File: config.mk
export PLATFORM = sky130hd
export DESIGN_NAME = sseg_capture
export DESIGN_NICKNAME = d
export VERILOG_FILES = /design/src/rtl/sseg_capture.sv
export SDC_FILE = /design/constraint.sdc
export NUM_CORES = 1
export LEC_CHECK = 0
export CELL_PAD_IN_SITES_DETAIL_PLACEMENT = 0
export CELL_PAD_IN_SITES_GLOBAL_PLACEMENT = 1
export CORE_MARGIN = 8
export CORE_UTILIZATION = 43
export DETAILED_ROUTE_END_ITERATION = 10
export MAX_ROUTING_LAYER = met4
export PLACE_DENSITY = 0.79
export RECOVER_POWER = 25
export SYNTH_ARGS = -nofsm -noshare
export SYNTH_HDL_FRONTEND = slang
export SYNTH_SLANG_ARGS = --single-unit
File: constraint.sdc
create_clock -name clk -period 2.4 [get_ports clk]
set_input_delay 0.36 -clock clk [delete_from_list [all_inputs] [get_ports clk]]
set_output_delay 0.36 -clock clk [all_outputs]
set_load 0.005 [all_outputs]
File: src/rtl/sseg_capture.sv
// Receive-side monitor for a 4-digit multiplexed seven-segment bus: synchronizes
// the active-low pins, waits for each dwell to settle, decodes glyphs and reports frames.
module sseg_capture #(
    parameter int SETTLE_CYCLES = 16
) (
    input  logic       clk,
    input  logic       reset,
    input  logic [3:0] anode,
    input  logic [7:0] cathodes,
    output logic [3:0] digit0,
    output logic [3:0] digit1,
    output logic [3:0] digit2,
    output logic [3:0] digit3,
    output logic [3:0] dp,
    output logic [3:0] seg_err,
    output logic       frame_valid,
    output logic       anode_err
);
    localparam int CW = $clog2(SETTLE_CYCLES + 1);
    localparam logic [CW-1:0] CNT_MAX  = CW'(SETTLE_CYCLES);
    localparam logic [CW-1:0] CNT_LAST = CW'(SETTLE_CYCLES - 1);

    typedef enum logic [1:0] {IDLE, SETTLING, HELD} state_t;

    logic [3:0]    a_m, a_s;
    logic [7:0]    c_m, c_s;
    logic [CW-1:0] cnt;
    state_t        state;
    logic [3:0]    mask;
    logic [3:0]    dig [4];

    logic       changed, capture, one_hot, multi_low, hit;
    logic [3:0] sel, nib, new_mask;

    // a_s is about to take the first-stage value, so comparing the two stages
    // flags the edge on which the synchronized pattern changes.
    assign changed   = {a_m, c_m} != {a_s, c_s};
    assign capture   = (state == SETTLING) && !changed && (cnt == CNT_LAST);
    assign sel       = ~a_s;
    assign one_hot   = (sel != 4'd0) && ((sel & (sel - 4'd1)) == 4'd0);
    assign multi_low = (sel != 4'd0) && !one_hot;
    assign new_mask  = mask | sel;

    always_comb begin
        hit = 1'b1;
        nib = 4'd0;
        case (~c_s[6:0])
            7'h3F: nib = 4'h0;
            7'h06: nib = 4'h1;
            7'h5B: nib = 4'h2;
            7'h4F: nib = 4'h3;
            7'h66: nib = 4'h4;
            7'h6D: nib = 4'h5;
            7'h7D: nib = 4'h6;
            7'h07: nib = 4'h7;
            7'h7F: nib = 4'h8;
            7'h6F: nib = 4'h9;
            7'h77: nib = 4'hA;
            7'h7C: nib = 4'hB;
            7'h39: nib = 4'hC;
            7'h5E: nib = 4'hD;
            7'h79: nib = 4'hE;
            7'h71: nib = 4'hF;
            default: hit = 1'b0;
        endcase
    end

    always_ff @(posedge clk or posedge reset) begin
        if (reset) begin
            a_m         <= 4'hF;
            a_s         <= 4'hF;
            c_m         <= 8'hFF;
            c_s         <= 8'hFF;
            cnt         <= '0;
            state       <= IDLE;
            mask        <= 4'd0;
            dp          <= 4'd0;
            seg_err     <= 4'd0;
            frame_valid <= 1'b0;
            anode_err   <= 1'b0;
            for (int n = 0; n < 4; n++) dig[n] <= 4'd0;
        end else begin
            a_m         <= anode;
            a_s         <= a_m;
            c_m         <= cathodes;
            c_s         <= c_m;
            frame_valid <= 1'b0;
            anode_err   <= 1'b0;

            if (changed)             cnt <= '0;
            else if (cnt != CNT_MAX) cnt <= cnt + 1'b1;

            case (state)
                IDLE:     if (changed) state <= SETTLING;
                SETTLING: if (capture) state <= (one_hot) ? HELD : IDLE;
                HELD:     if (changed) state <= SETTLING;
                default:  state <= IDLE;
            endcase

            if (capture && multi_low) anode_err <= 1'b1;

            if (capture && one_hot) begin
                for (int n = 0; n < 4; n++) begin
                    if (sel[n]) begin
                        if (hit) dig[n] <= nib;
                        seg_err[n] <= !hit;
                        dp[n]      <= ~c_s[7];
                    end
                end
                if (new_mask == 4'hF) begin
                    mask        <= 4'd0;
                    frame_valid <= 1'b1;
                end else begin
                    mask <= new_mask;
                end
            end
        end
    end

    assign digit0 = dig[0];
    assign digit1 = dig[1];
    assign digit2 = dig[2];
    assign digit3 = dig[3];
endmodule

=== Word level (Yosys, flattened, before mapping) ===
Index checks and enable logic that the tools add are counted.

* Flip-flop bits (word level): 61
* Bits of input ports: 14
* Output and inout port bits: 26
* Word-level logic and storage cells: 88

* Add/subtract/negate cells: 2
* Equal/unequal tests: 24
* Mux-type cells: 12
* Bitwise gates (word level): 5
* Reductions and logical operators: 24

{| class="wikitable"
|+ Operators with widths
! cell !! count
|-
| $eq 7x7->1 const B || 12
|-
| $pmux 4 s15 || 1
|-
| $reduce_or 16->1 || 1
|-
| $eq 7x3->1 const B || 2
|-
| $eq 7x6->1 const B || 2
|-
| $ne 12x12->1 || 1
|-
| $reduce_and 3->1 || 4
|-
| $mux 5 || 2
|-
| $reduce_and 2->1 || 5
|-
| $not 7->7 || 1
|-
| $logic_and 1x1->1 || 6
|-
| $mux 2 || 3
|-
| $add 5x1->5 const B || 1
|-
| $eq 5x4->1 const B || 1
|-
| $ne 5x5->1 const B || 1
|-
| $and 4x4->4 || 1
|-
| $eq 4x4->1 const B || 1
|-
| $logic_not 4->1 || 1
|-
| $mux 1 || 4
|-
| $mux 4 || 1
|-
| $not 4->4 || 1
|-
| $or 4x4->4 || 1
|-
| $pmux 2 s2 || 1
|-
| $reduce_bool 4->1 || 1
|-
| other kinds (10) || 12
|}

=== Logic depth before layout (Yosys ltp) ===
Gate-level depths: netlist (run 1).

* Depth in word-level cells: 9
* Mapped depth: 8
* Mapped depth without buffers: 8

=== Worst setup path after synthesis (run 1) ===
Ideal clock, no wire load.

* Kind: reg2reg
* From: reg cnt[1]
* To: reg mask[3]
* Library setup time: 0.119 ns
* Arrival: 2.080 ns
* Data required time: 2.281 ns
* Slack: 0.202 ns
* Stages on the path, launching flop included: 9
* Path buffers: 0
* Period minus slack after synthesis: 2.198 ns
* Path through: dfrtp_1 -> ha_1 -> and3_1 -> ha_1 -> nand3b_1 -> a21oi_1 -> nand2_2 -> or4_4 -> o21a_1

* Word-level cells in the longest chain between the ends: 3

{| class="wikitable"
|+ RTL lines
! element !! line !! RTL
|-
| from (decl) || 27 || <nowiki>logic [CW-1:0] cnt;</nowiki>
|-
| from (signal assigned) || 91 || <nowiki>else if (cnt != CNT_MAX) cnt <= cnt + 1'b1;</nowiki>
|-
| $eq 5x4->1 || 38 || <nowiki>assign capture = (state == SETTLING) && !changed && (cnt == CNT_LAST);</nowiki>
|-
| $logic_and 1x1->1 || 38 ||
|-
| $logic_and 1x1->1 || 102 || <nowiki>if (capture && one_hot) begin</nowiki>
|-
| to (signal assigned) || 114 || <nowiki>mask <= new_mask;</nowiki>
|-
| to (decl) || 29 || <nowiki>logic [3:0] mask;</nowiki>
|}

Every way passes these cells.
A chain may end at the register's enable or synchronous reset.

=== Final worst setup path (run 1) ===
Same ends and word-level chain as after synthesis.

==> results_dict.tcl, run 1 <==
set metrics [dict create \
    die_area_mm2 0.00952 \
    min_period_ps 2250 \
    synth.avg_cell_area_um2 11.9 \
    core_area_mm2 0.00639 \
    max_stage_delay_ps 550 \
    layout-drive-gt1-share_pct 28.0 \
    numCtsBuffers 9 \
    cts.htree.levels 3 \
    max_slew_margin_pct 40.5 \
    drc 0 \
    dieHeight_um 97.6 \
    vias 1953 \
    fmaxAchievable_ghz 0.444 \
    p_per_area_mw_per_mm2 566 \
    status "complete, no violations" \
    syn_inst 241 \
    wire_per_inst_um 14.7 \
    cp.required_ps 2630 \
    synth_top_cell_area_share_pct 32.4 \
    cpMostUsedCell "ha_2" \
    clock-sinks 61 \
    grt_pass1_wl_um 9820 \
    antenna_found_initial 0 \
    crit_path_max_fanout 7 \
    die_w_um 97.6 \
    ctsHoldBuffers 0 \
    rows 29 \
    ios 40 \
    min_path_type "flop to flop" \
    grt_max_degree 38 \
    setup_viol 0 \
    portBuffers 39 \
    vdd_drop_max_uv 438 \
    syn_nets 258 \
    synth-seq-area-share_pct 54.4 \
    ys_types 52 \
    root_buffer "clkbuf_8" \
    cp_cell_sequence "ha_2 -> and3_1 -> ha_2 -> nand3b_1 -> a21oi_2 -> buf_4 -> nand2_2 -> or4_4 -> o21a_1" \
    synthFlopType "dfrtp_1" \
    maxSlewViolCount 0 \
    leakage_uw 0.00152 \
    yosysWarnings 0 \
    min_period_over_period_pct 93.9 \
    arrival_ps 2480 \
    placed_area_mm2 0.00341 \
    path_clk_slew_ps 70 \
    antennaDiodeCount 0 \
    cp-end-kind "flop" \
    clk_latency_ps 340 \
    syn2layout_area_growth_pct 28.7 \
    finalSetupTns_ps 0 \
    drt_iter0_markers 80 \
    routed_wirelength_um 5630 \
    hold_viol 0 \
    synth_top_area_cell "dfrtp_1" \
    dp_hpwl_um 4220 \
    synthArstFlopShare_pct 100 \
    worst_path_max_delay_cell "or4_4" \
    critPathKind "flop to flop" \
    tightest_slew_ps 892 \
    start_kind "flop" \
    cts_tree "built" \
    synth_edf_count 0 \
    max_cap_viol_count 0 \
    finalInstanceArea_mm2 0.00368 \
    gp_congestion 0.834 \
    utilization_pct 57.6 \
    grt-ovfl-total 0 \
    grt_pass1_vias 2017 \
    drtAntennaViolNets 0 \
    initial_core_util_pct 44.8 \
    track_usage_pct 13.0 \
    nets 319 \
    synth.area.top_cells "dfrtp_1, dfstp_2, xor2_1" \
    synth-seq-cells 61 \
    clockBufferDepth 2 \
    rsz0062_at_grt "yes" \
    drtPass1Iterations 4 \
    synth_area_mm2 0.00286 \
    fin_skew_ps 4.12 \
    vias_per_cell 5.09 \
]
power by group:
group,switching [µW],internal [µW],leakage (µW)
sequential,32.2,1060,0.000758
clock,400,463,0.000104
combinational,66.6,58.1,0.000657
total,498,1580,0.00152
through the flow:
step,std cells,worst slack (ps),hold slack [ps],total power [µW]
floorplan,241,202,360,1190
global placement,363,79.4,362,1240
detailed placement,363,88.6,363,1240
CTS,379,47.0,373,2120
global route,384,-7.54,389,2180
finish,384,147,378,2080
critical path: cells and delay by family (launching register included):
kind	cells	cell delay [ps]
buffers and inverters	1	140
AOI/OAI and AO/OA	2	250
and+or+nand+nor	4	990
adders and majority gates	2	380
DFF	1	390
worst paths after layout:
check                                 end  cells past startpoint   start  slack [ps]
worst max-delay path              mask[3]                      9  cnt[1]         150
worst min-delay path               c_s[4]                      0  c_m[4]         380
worst max register to register    mask[3]                      9  cnt[1]         150
worst min register to register     c_s[4]                      0  c_m[4]         380
max in group asynchronous       digit2[2]                      3   reset        1060
min in group asynchronous          c_s[7]                      2   reset        1070
cells by family after synthesis:
kind of cell | Yosys count | share of synthesized area (%)
AND/OR/NAND/NOR | 60 | 14.3
AO/OA/AOI/OAI | 42 | 11.3
buffers and inverters | 39 | 6.52
flip-flops | 61 | 54.4
adder cells (fa/ha/maj) | 3 | 1.31
multiplexers | 18 | 6.69
XOR/XNOR | 18 | 5.51
cell usage in the layout, fill, tap and decap left out, drive strengths merged, types with 7 or more instances in the layout:
cell type      instances
dfrtp                 37
inv                   27
clkdlybuf4s50         26
dfstp                 24
buf                   23
xor2                  14
dlygate4sd3           13
clkbuf                11
nor3                  11
mux2                   9
mux2i                  9
o21ai                  8
nand2                  7
synth_stat cells (3+ instances only):
library cell and count:
a21oi_1 5, a311oi_2 4, and3_1 3, buf_2 8, buf_6 4, dfrtp_1 37
dfstp_2 24, ha_1 3, inv_1 27, mux2_2 9, mux2i_1 9, nand2_1 6
nand3_1 5, nor2_1 5, nor2b_1 6, nor3_1 7, nor3_2 3, nor4_1 3
o211ai_1 3, o21a_1 5, o21ai_0 8, o22ai_1 3, or3b_2 4, xnor2_1 4
xor2_1 14
final cells by class:
cell class | instances | area, µm²
sequential | 61 | 1560
timing repair buffer | 62 | 576
fill | 531 | 2710
multi-input combinational | 141 | 1160
tap | 77 | 96.3
inverter | 27 | 101
clock inverter | 5 | 32.5
clock buffer | 11 | 163
flip-flops by register name, indices dropped and copies added (netlist names):
register,cells
a_m,4
a_s,4
anode_err,1
c_m,8
c_s,8
cnt,5
digit0,4
digit1,4
digit2,4
digit3,4
dp,4
frame_valid,1
mask,4
seg_err,4
state,2
repair_timing:
action,CTS,global route
hold endpoints to repair,0,0
resized for setup,0,7
setup endpoints to repair,0,11
buffers inserted,0,5
per-layer routing:
| metal | GRT usage (%) | up-vias | wire length [µm] |
|---|---|---|---|
| li1 | - | 962 | - |
| met1 | 15.8 | 945 | 2600 |
| met2 | 19.1 | 41 | 2700 |
| met3 | 4.55 | 5 | 256 |
| met4 | 5.59 | 0 | 77 |
| met5 | - | - | 0 |
(Power assumes the default switching activity.)
==> run 2: changes to the inputs <==
--- a/config.mk
+++ b/config.mk
@@ -10,6 +10,7 @@
 export CORE_MARGIN = 8
 export CORE_UTILIZATION = 43
 export DETAILED_ROUTE_END_ITERATION = 10
+export GPL_ROUTABILITY_DRIVEN = 0
 export MAX_ROUTING_LAYER = met4
 export PLACE_DENSITY = 0.79
 export RECOVER_POWER = 25
==> results of run 2 <==
The final DEF is identical to that of run 1; final timing and power are the same.
